## config.mk

```make
export PLATFORM = sky130hd
export DESIGN_NAME = tt_sweep_ctrl
export DESIGN_NICKNAME = d
export VERILOG_FILES = /design/src/rtl/tt_sweep_pkg.sv /design/src/rtl/tt_expect.sv /design/src/rtl/tt_sweep_ctrl.sv
export SDC_FILE = /design/constraint.sdc
export NUM_CORES = 1
export LEC_CHECK = 0
export ABC_AREA = 1
export BUFFER_PORTS_ARGS = -buffer_cell sky130_fd_sc_hd__buf_2
export CAP_MARGIN = 20
export CORE_ASPECT_RATIO = 1.25
export CORE_MARGIN = 10
export CORE_UTILIZATION = 50
export CTS_CLUSTER_SIZE = 16
export DETAILED_ROUTE_END_ITERATION = 10
export GPL_TIMING_DRIVEN = 0
export PLACE_DENSITY_LB_ADDON = 0.1
export SLEW_MARGIN = 40
export SYNTH_ARGS = -nofsm -noshare
export SYNTH_HDL_FRONTEND = slang
export SYNTH_SLANG_ARGS = --single-unit
export TNS_END_PERCENT = 1
```

## constraint.sdc

```tcl
create_clock -name clk -period 1.8 [get_ports clk]
set_clock_uncertainty 0.05 [all_clocks]
set_input_delay 0.09 -clock clk [delete_from_list [all_inputs] [get_ports clk]]
set_output_delay 0.09 -clock clk [all_outputs]
set_load 0.02 [all_outputs]
```

## src/rtl/tt_sweep_pkg.sv

```systemverilog
// Shared types and constants for the truth-table sweep controller.
package tt_sweep_pkg;

    // Sweep controller FSM states
    typedef enum logic [1:0] {
        ST_IDLE   = 2'd0,
        ST_DRIVE  = 2'd1,
        ST_SAMPLE = 2'd2,
        ST_DONE   = 2'd3
    } state_e;

    // Gate functions the attached 3-input gate is expected to implement
    localparam logic [1:0] OP_AND = 2'd0;
    localparam logic [1:0] OP_OR  = 2'd1;
    localparam logic [1:0] OP_XOR = 2'd2;

    // Number of input vectors in one sweep (all combinations of a, b, c)
    localparam int NUM_VEC = 8;

endpackage

```

## src/rtl/tt_expect.sv

```systemverilog
// Combinational golden value of the gate under test for one input vector.
module tt_expect
    import tt_sweep_pkg::*;
(
    input  logic [1:0] op,
    input  logic [2:0] vec,
    output logic       exp
);

    // Reduce the vector according to the selected gate function
    always_comb begin
        exp = 1'b0;
        case (op)
            OP_AND:  exp = &vec;
            OP_OR:   exp = |vec;
            OP_XOR:  exp = ^vec;
            default: exp = 1'b0;
        endcase
    end

endmodule

```

## src/rtl/tt_sweep_ctrl.sv

```systemverilog
// Drives all eight input vectors into a 3-input gate, samples its output,
// builds the truth table and counts mismatches against the expected function.
module tt_sweep_ctrl
    import tt_sweep_pkg::*;
#(
    parameter int         HOLD_CYCLES = 4,
    parameter logic [1:0] GATE_OP     = OP_AND
) (
    input  logic       clk,
    input  logic       rst,
    input  logic       start,
    output logic       a,
    output logic       b,
    output logic       c,
    input  logic       y,
    output logic       busy,
    output logic       done,
    output logic       pass,
    output logic [3:0] err_cnt,
    output logic [7:0] tt,
    output logic [2:0] vec
);

    // Hold counter is loaded with HOLD_CYCLES-1 and leaves DRIVE when it reaches 0
    localparam logic [7:0] HOLD_RELOAD = 8'(HOLD_CYCLES - 1);
    localparam logic [2:0] LAST_VEC    = 3'(NUM_VEC - 1);

    state_e     state_q, state_d;
    logic [2:0] vec_q, vec_d;
    logic [7:0] hold_q, hold_d;
    logic [3:0] err_cnt_q, err_cnt_d;
    logic [7:0] tt_q, tt_d;
    logic       pass_q, pass_d;
    logic       exp_bit;

    tt_expect u_expect (
        .op  (GATE_OP),
        .vec (vec_q),
        .exp (exp_bit)
    );

    // State register
    always_ff @(posedge clk or posedge rst) begin
        if (rst) state_q <= ST_IDLE;
        else     state_q <= state_d;
    end

    // Next-state logic; start is only looked at in IDLE so it is never queued
    always_comb begin
        state_d = state_q;
        case (state_q)
            ST_IDLE:   if (start) state_d = ST_DRIVE;
            ST_DRIVE:  if (hold_q == 8'd0) state_d = ST_SAMPLE;
            ST_SAMPLE: state_d = (vec_q == LAST_VEC) ? ST_DONE : ST_DRIVE;
            ST_DONE:   state_d = ST_IDLE;
            default:   state_d = ST_IDLE;
        endcase
    end

    // Datapath registers: vector index, hold counter, results
    always_ff @(posedge clk or posedge rst) begin
        if (rst) begin
            vec_q     <= 3'd0;
            hold_q    <= 8'd0;
            err_cnt_q <= 4'd0;
            tt_q      <= 8'd0;
            pass_q    <= 1'b0;
        end else begin
            vec_q     <= vec_d;
            hold_q    <= hold_d;
            err_cnt_q <= err_cnt_d;
            tt_q      <= tt_d;
            pass_q    <= pass_d;
        end
    end

    // Datapath updates; results hold everywhere except start acceptance and SAMPLE
    always_comb begin
        vec_d     = vec_q;
        hold_d    = hold_q;
        err_cnt_d = err_cnt_q;
        tt_d      = tt_q;
        pass_d    = pass_q;
        case (state_q)
            ST_IDLE: begin
                if (start) begin
                    vec_d     = 3'd0;
                    err_cnt_d = 4'd0;
                    tt_d      = 8'd0;
                    pass_d    = 1'b0;
                    hold_d    = HOLD_RELOAD;
                end
            end
            ST_DRIVE: begin
                if (hold_q != 8'd0) hold_d = hold_q - 8'd1;
            end
            ST_SAMPLE: begin
                tt_d[vec_q] = y;
                // At most eight mismatches, so the 4-bit count cannot wrap
                if (y != exp_bit) err_cnt_d = err_cnt_q + 4'd1;
                if (vec_q != LAST_VEC) begin
                    vec_d  = vec_q + 3'd1;
                    hold_d = HOLD_RELOAD;
                end else begin
                    // Verdict is taken with the last comparison folded in, so it is valid alongside done
                    pass_d = (err_cnt_d == 4'd0);
                end
            end
            default: ;
        endcase
    end

    // Outputs decoded from state; gate inputs are parked at 0 outside the sweep
    always_comb begin
        busy      = (state_q == ST_DRIVE) || (state_q == ST_SAMPLE);
        done      = (state_q == ST_DONE);
        {c, b, a} = busy ? vec_q : 3'd0;
        vec       = vec_q;
        err_cnt   = err_cnt_q;
        tt        = tt_q;
        pass      = pass_q;
    end

endmodule

```

==> results of run 1 <==
state kept, by name, indices dropped and copies added, names as in the netlist:
register  cells
err_cnt       4
hold_q        8
pass          1
state_q       2
tt            8
vec           3
repair_timing:
action | 4_1_cts | 5_1_grt
pin swaps | 1 | 2
setup endpoints to repair | 5 | 15
endpoints found under the hold margin | 26 | 0
resized for setup | 3 | 5
hold buffers | 1 | 0
kinds of logic (layout without fill, tap and decap cells):
family,Yosys count,in the layout,synth area share (%)
adders and majority gates,11,11,8.308
AOI/OAI and AO/OA,35,35,12.24
DFF,26,26,39.27
buffers and inverters,40,69,9.517
and+or+nand+nor,99,99,28.55
xor gates and xnor gates,4,4,2.115
synth_stat cells (all sizes together) (2+ instances only):
cell   count  share of area, %
nand2     55                14
buf        2              0.76
ha        11               8.3
nor2      17               6.4
o21ai     17               5.8
a21oi      8               2.4
nand4      3               1.1
xor2       4               2.1
o22ai      8               3.0
dfrtp     26                39
nand3     22               6.6
inv       38               8.8
metrics by stage:
stage,total power [uW],setup WS (ps),area (um2),std cells,utilization (%)
floorplan,2169,110.1,1657,215,-
global placement,2524,23.84,1823,276,57.07
detailed placement,2547,17.62,1823,276,57.07
CTS,3049,42.10,1909,281,59.77
global route,3320,-2.086,1926,281,60.28
finish,3018,114.5,1926,281,60.28
layer usage:
metal | up-vias | track usage [%] | routed length (um)
met4 | 0 | 2.646 | 19
met2 | 19 | 22.59 | 1803
li1 | 752 | - | -
met5 | - | 0 | 0
met3 | 2 | 2.120 | 115
met1 | 659 | 14.23 | 1524
final cells by class:
cell class,count,share of cell area (%)
Buffer,2,0.6498
Sequential cell,26,33.98
Clock inverter,1,1.559
Multi-Input combinational cell,149,44.96
Timing Repair Buffer,25,6.758
Tap cell,37,2.404
Clock buffer,3,2.144
Inverter,38,7.537
final timing paths:
kind	to	slack [ps]
worst max-delay path	hold_q[0]	110
worst min-delay path	tt[7]	80
worst max register to register	hold_q[0]	110
worst min register to register	tt[7]	420
max in group asynchronous	state_q[0]	940
min in group asynchronous	hold_q[6]	360
worst max-delay path, delay by kind of cell (launching register included):
family / cells / cell delay (ps)
and+or+nand+nor: 5 / 500
AOI/OAI and AO/OA: 1 / 50
buffers and inverters: 1 / 100
DFF: 1 / 460
adders and majority gates: 2 / 440
power groups by stage:
stage	clock network, uW	registers [uW]	logic, uW
floorplan	0	942	1230
global placement	0	899	1630
detailed placement	0	902	1650
CTS	495	894	1660
global route	522	930	1870
finish	483	900	1630
==> impl_metrics.yaml, run 1 <==
setup_path:
  cp_max_fo: 8
  r2r_cells: 9
  cp.required_ps: 1960
  crit_top_cell: "nand2_1"
  setup.worst_path.start_class: "flop"
  crit_arrival_ps: 1840
  cp-end-kind: "flop"
  slowest_delay_ps: 460
  criticalPathCategory: "flop to flop"
  crit_chain: "ha_1 -> ha_4 -> nand2_2 -> nand2_1 -> nor2_4 -> nand2_4 -> inv_4 -> o21ai_2 -> nand2_1"
  crit_path_start: "vec[0]"
  reg2reg_from: "vec[0]"
  critical_path.slowest_cell: "dfrtp_2"
hold_path:
  whs_path_depth: 3
  hp-start: "y"
  hold_class: "input pin to flop"
cts:
  clk_pin_slew_ps: 100
  cts_buffers: 3
  htree_levels: 1
  clkSinkCount: 26
  cts_setup_buffers: 0
  clk_path_buf_depth: 2
  clock_latency_ps: 270
  clock-root-buffer: "clkbuf_8"
  cts_tree: "done"
logic_synthesis:
  seq_area_frac_synth_pct: 39.27
  synth_nets: 230
  synth_warnings: 0
  synth-edff-count: 0
  syn_avg_cell_area_um2: 7.705
  synth-main-ff-cell: "dfrtp_1"
  syn-cell-area_um2: 1657
  async_reset_ff_share_pct: 100.0
  synth_seq_cells: 26
  syn_inst: 215
  yosysUniqueCellTypes: 25
floorplanning:
  dieArea_um2: 6030
  initial_core_util_pct: 51.86
  num_rows: 23
  core_area_um2: 3194
  ios: 25
  fp.dieH_um: 84.36
  die_w_um: 71.49
routing:
  drcViolationCount: 0
  routed_via_density: 5.096
  drtIter0Drc: 52
  postRouteAntennaNets: 0
  dr.pass1.iters: 5
  routed_wl_um: 3462
  vias: 1432
  wl_per_cell_um: 12.32
final_layout:
  layout_common_cells: "nand2_1, inv_1, buf_2"
  register_area_um2: 654.4
  final_nets: 260
  layout_commonest_cell: "nand2_1"
  area_growth_pct: 16.24
  fillers: 321
  drive_gt1_share_pct: 25.00
  diodes: 0
  multiInputGateArea_um2: 865.8
pwr:
  pwr-share-comb_pct: 54.2
  ir_drop_mv: 0.8947
  seqPwrFrac_pct: 29.8
  p_switching_uw: 1420
  swShare_pct: 47.05
  power_leakage_uw: 0.001025
  internal-power_uw: 1598
  p_clk_share_pct: 16.0
  power_density_nw_per_um2: 1567
sta:
  max_freq_mhz: 593.3
  rsz0062_at_grt: "yes"
  slew_headroom_pct: 63.03
  fin_hold_ws_ps: 75.33
  period_share_pct: 93.64
  setup-violations-final: 0
  post-route-min-period_ps: 1686
  worstMarginPinSlew_ps: 553.7
  final_max_slew_viol_count: 0
  finalSetupTns_ps: 0
  hold_viol: 0
global_routing:
  grt_first_pass_wirelength_um: 6354
  antenna_found_initial: 0
  grt_overflow: 0
  grt_max_degree: 27
  first_global_vias: 1407
  grt_util_all_layers_pct: 12.31
placed_design:
  gp_congestion: 0.8446
  io_buffers: 24
  dp_hpwl_um: 2649
status:
  outcome: "finished clean"
run:
  maxCapViolations: 0
(Power assumes the default switching activity.)
==> run 2: changes to the inputs <==
- ABC_AREA: 1 -> default
==> run 2 against run 1 <==
  * The flow now finishes with violations (negative setup slack)
  * Sequential share of layout area shrank 3.9 points
  * Clock-buffer cell count unchanged
  * Area after synthesis fell by 0.53%
  * Non-clock buffer count rose by 22
  * Hold slack gained 120 ps
  * Synthesized cell count fell by 16%
  * Final cell count down 7.5%
  * Flip-flop and latch count is the same
  * Register-to-register slack worse by 410 ps
  * Largest power group unchanged
==> impl_metrics.yaml, run 2 <==
logic_synthesis:
  async_reset_ff_share_pct: 100.0
  synth_nets: 196
  yosysUniqueCellTypes: 48
  syn_avg_cell_area_um2: 9.104
  syn_inst: 181
  synth-main-ff-cell: "dfrtp_1"
  seq_area_frac_synth_pct: 39.48
  synth_seq_cells: 26
  synth_top_area_share_pct: 39.48
  synth-edff-count: 0
  synth_warnings: 0
  yosys-top-cells-area: "dfrtp_1, ha_1, o21ai_0"
  syn-cell-area_um2: 1648
  yosysMostFrequentCell: "dfrtp_1"
  netlist_top_cells_count: "dfrtp_1, o21ai_0, ha_1, inv_1, nand2_1"
  synth_top_cell_by_area: "dfrtp_1"
global_routing:
  grt_util_all_layers_pct: 13.20
  grt_max_degree: 27
  grt_overflow: 0
  antenna_found_initial: 0
  grt_first_pass_wirelength_um: 6865
  first_global_vias: 1575
setup_path:
  cp_max_fo: 6
  slowest_delay_ps: 440
  worstReg2RegEnd: "hold_q[4]"
  r2r_slack_ps: -290
  setup.worst_path.start_class: "flop"
  path_delay_family: "simple AND/OR/NAND/NOR gates"
  r2r_cells: 7
  reg2reg_from: "vec[1]"
  cp-end-kind: "flop"
  criticalPathCategory: "flop to flop"
  critical_path.slowest_cell: "dfrtp_2"
  critPathBufInv: 1
  cp.required_ps: 1900
  crit_top_cell: "ha_4"
  crit_chain: "ha_4 -> ha_4 -> and2_4 -> buf_6 -> or3_4 -> o41ai_2 -> a21boi_2"
  crit_arrival_ps: 2190
cts:
  htree_levels: 1
  clkSinkCount: 26
  clk_pin_slew_ps: 90
  clock_latency_ps: 260
  clk_path_buf_depth: 2
  cts_buffers: 3
  cts_tree: "done"
  clock-root-buffer: "clkbuf_8"
floorplanning:
  die_w_um: 71.35
  fp.dieH_um: 84.19
  dieArea_um2: 6006
  initial_core_util_pct: 51.59
  num_rows: 23
  ios: 25
  core_area_um2: 3194
pwr:
  power_uw: 3100
  ir_drop_mv: 1.002
  power_density_nw_per_um2: 1428
  power_leakage_uw: 0.001017
routing:
  drtIter0Drc: 92
  dr.pass1.iters: 4
  routed_via_density: 5.788
  routed_wl_um: 4140
  postRouteAntennaNets: 0
  vias: 1505
  drcViolationCount: 0
  wl_per_cell_um: 15.92
sta:
  period_share_pct: 116.2
  slew_headroom_pct: 63.36
  fin_hold_ws_ps: 194.0
  worstMarginPinSlew_ps: 548.9
  worst_slack_ps: -292.3
  post-route-min-period_ps: 2092
  hold_viol: 0
  rsz0062_at_grt: "yes"
  final_max_slew_viol_count: 0
  max_freq_mhz: 477.9
  setup-violations-final: 11
placed_design:
  dp_hpwl_um: 2924
  dp_cells: 242
  gp_congestion: 0.8473
  io_buffers: 24
  place_area_um2: 1846
final_layout:
  final_cells: 260
  fillers: 254
  drive_gt1_share_pct: 35.43
  area_growth_pct: 31.74
  final_nets: 240
  diodes: 0
  layout_common_cells: "dfrtp_1, buf_2, buf_4, o21ai_0, nand2_1"
  post-route-util_pct: 67.96
  stdcell_area_um2: 2171
status:
  violations: "negative setup slack"
  outcome: "finished with violations"
hold_path:
  hold_class: "input pin to flop"
  hp-start: "start"
  hold_end: "vec[1]"
  whs_path_depth: 3
run:
  maxCapViolations: 0
==> run 2: final cells by class <==
type / instances / area [um2] / area share, %
sequential: 26 / 653.1 / 30.09
timing repair buffer: 42 / 265.3 / 12.22
buffer: 7 / 33.78 / 1.556
inverter: 12 / 47.55 / 2.190
tap: 37 / 46.29 / 2.133
clock buffer: 3 / 41.29 / 1.902
multi-input combinational: 133 / 1084 / 49.91
==> run 2: repair_timing <==
item,in CTS,in global routing
pin swaps,11,9
buffers inserted,12,5
hold buffers,1,0
resized for setup,25,19
endpoints found under the hold margin,26,0
endpoints found under the setup margin,25,25
==> run 2: kinds of logic (layout without fill, tap and decap cells) <==
| group | Yosys count | after routing | share of synthesized area, % |
|---|---|---|---|
| flops | 26 | 26 | 39.48 |
| buf+inv | 22 | 64 | 5.163 |
| compound gates | 58 | 58 | 23.39 |
| simple gates | 60 | 60 | 21.26 |
| mux | 3 | 3 | 1.822 |
| fa+ha+maj | 11 | 11 | 8.352 |
| xor+xnor | 1 | 1 | 0.5316 |
==> run 2: worst max path at each step <==
stage,start,endpoint,slack [ps],depth (start not counted)
global route,vec[1],hold_q[4],-340,7
floorplan,vec[1],hold_q[7],-380,7
finish,vec[1],hold_q[4],-290,7
global placement,state_q[0],tt[0],-680,7
CTS,vec[0],hold_q[7],-320,6
detailed placement,state_q[0],tt[0],-740,7
==> run 2: per-stage QoR <==
step	setup TNS, ps	setup slack (ps)
global route	-3207	-342.9
CTS	-2909	-322.4
global placement	-10800	-683.0
floorplan	-4530	-376.1
detailed placement	-12160	-744.1
finish	-2265	-292.3
==> run 2: worst reg2reg max path: cells and delay by family (launching register included) <==
family,cells,cell delay [ps]
AND/OR/NAND/NOR,2,590
AO/OA/AOI/OAI,2,460
flip-flops,1,440
adder cells (fa/ha/maj),2,320
buffers and inverters,1,110
==> run 2: power breakdown <==
group,internal [uW],switching [uW],total (uW)
sequential,716,133,848
combinational,850,1080,1930
clock,150,173,323
==> run 2: metal layers <==
| layer | track usage [%] | vias up | share of wire [%] |
|---|---|---|---|
| li1 | - | 745 | - |
| met1 | 13.24 | 729 | 41 |
| met2 | 25.08 | 23 | 53 |
| met3 | 3.180 | 8 | 4.5 |
| met4 | 4.762 | 0 | 1.4 |
| met5 | 0 | - | 0 |
==> run 3: changes to the inputs <==
- SKIP_LAST_GASP: default -> 1
==> run 3 against run 2 <==
  * The run still ends with negative setup slack left
  * First-iteration DRC count rose by 18%
  * Maximum frequency increased by 0.24%
  * Final area is 0.98% lower
  * Final cell count up 0.38%
  * Clock power about the same
  * Die area unchanged
  * Register-to-register slack barely moved
  * Sequential share of layout area grew 0.30 points
  * Combinational power hardly changed
  * Critical path depth unchanged
  * Critical path type unchanged
  * Critical endpoint unchanged
  * Largest cell class unchanged
  * Largest power group unchanged
==> impl_metrics.yaml, run 3 (same netlist as run 2, synthesis figures left out) <==
status:
  outcome: "finished with violations"
  violations: "negative setup slack"
cts:
  clock-root-buffer: "clkbuf_8"
  htree_levels: 1
  clk_pin_slew_ps: 90
  cts_tree: "done"
  clock_latency_ps: 260
  cts_buffers: 3
  clk_path_buf_depth: 2
  clkSinkCount: 26
final_layout:
  drive_gt1_share_pct: 34.38
  layout_common_cells: "buf_2, dfrtp_1, o21ai_0"
  final_nets: 241
  area_growth_pct: 30.45
  post-route-util_pct: 67.29
  diodes: 0
  layout_commonest_cell: "buf_2"
sta:
  final_max_slew_viol_count: 0
  max_freq_mhz: 479.1
  worstMarginPinSlew_ps: 547.4
  setup-violations-final: 22
  rsz0062_at_grt: "yes"
  worst_slack_ps: -287.4
  hold_viol: 0
  fin_hold_ws_ps: 172.7
  post-route-min-period_ps: 2087
  slew_headroom_pct: 63.46
  period_share_pct: 116.0
routing:
  vias: 1514
  routed_via_density: 5.801
  routed_wl_um: 4115
  postRouteAntennaNets: 0
  dr.pass1.iters: 4
  drcViolationCount: 0
  wl_per_cell_um: 15.77
  drtIter0Drc: 109
global_routing:
  first_global_vias: 1574
  grt_util_all_layers_pct: 13.03
  grtUsageMet2_pct: 24.36
  grtUsageMet3_pct: 3.180
  gr-max-usage-layer: "met2"
  grt_max_degree: 27
  antenna_found_initial: 0
  grt_first_pass_wirelength_um: 6762
  use_met1_pct: 13.23
  grt_overflow: 0
pwr:
  power_uw: 3086
  power_density_nw_per_um2: 1436
  power_leakage_uw: 0.001013
  ir_drop_mv: 0.9877
setup_path:
  cp-end-kind: "flop"
  crit_arrival_ps: 2190
  criticalPathCategory: "flop to flop"
  cp_max_fo: 6
  cp.required_ps: 1900
  setup.worst_path.start_class: "flop"
placed_design:
  dp_hpwl_um: 2924
  dpl_worst_slack_ps: -744.1
  gp_congestion: 0.8473
  io_buffers: 24
floorplanning:
  num_rows: 23
  ios: 25
  initial_core_util_pct: 51.59
  core_area_um2: 3194
  die_w_um: 71.35
  dieArea_um2: 6006
  fp.dieH_um: 84.19
run:
  maxCapViolations: 0
hold_path:
  hold_class: "input pin to flop"
[run 3: report_power, final]
part / switching (uW) / internal, uW / leakage [uW]
Clock: 174 / 150 / 0.0000216
Combinational: 1070 / 848 / 0.000645
Sequential: 132 / 716 / 0.000346
[run 3: final cells by class]
class | instances | area, um2
multi-input combinational | 133 | 1056
fill | 263 | 1045
sequential | 26 | 653.1
timing repair buffer | 43 | 272.8
inverter | 12 | 48.80
tap | 37 | 46.29
clock buffer | 3 | 41.29
buffer | 7 | 31.28
[run 3: worst max-delay path, stage by stage (launching register included)]
cell and delay (ps):
dfrtp_2 440, ha_4 170, ha_4 150, and2_4 160, buf_6 110, or3_4 420
o41ai_2 370, a21boi_2 90
[run 3: worst paths after layout]
path | start | to | slack [ps] | cells past startpoint
max in group asynchronous | rst | vec[0] | 940 | 3
min in group asynchronous | rst | err_cnt[1] | 370 | 3
worst min register to register | tt[7] | tt[7] | 460 | 2
worst max-delay path | vec[1] | hold_q[4] | -290 | 7
worst min-delay path | y | tt[2] | 170 | 3
worst max register to register | vec[1] | hold_q[4] | -290 | 7
[run 3: timing repair]
action                     CTS  global route
hold buffers                 1             0
pin swaps                    8             8
resized for setup           19            15
buffers inserted            12             6
hold endpoints to repair    26             0
setup endpoints to repair   25            26
[run 3: through the flow]
| stage | cell area (um2) | std cells | setup TNS [ps] |
|---|---|---|---|
| finish | 2150 | 261 | -3587 |
| global route | 2150 | 261 | -5812 |
| CTS | 2059 | 256 | -5335 |
| detailed placement | 1846 | 242 | -12160 |
| global placement | 1846 | 242 | -10800 |
| floorplan | 1679 | 181 | -4530 |
[run 3: layer usage]
| metal | wire length (um) | vias to the layer above |
|---|---|---|
| met2 | 2167 | 28 |
| met5 | 0 | - |
| li1 | - | 751 |
| met1 | 1681 | 725 |
| met4 | 80 | 0 |
| met3 | 185 | 10 |
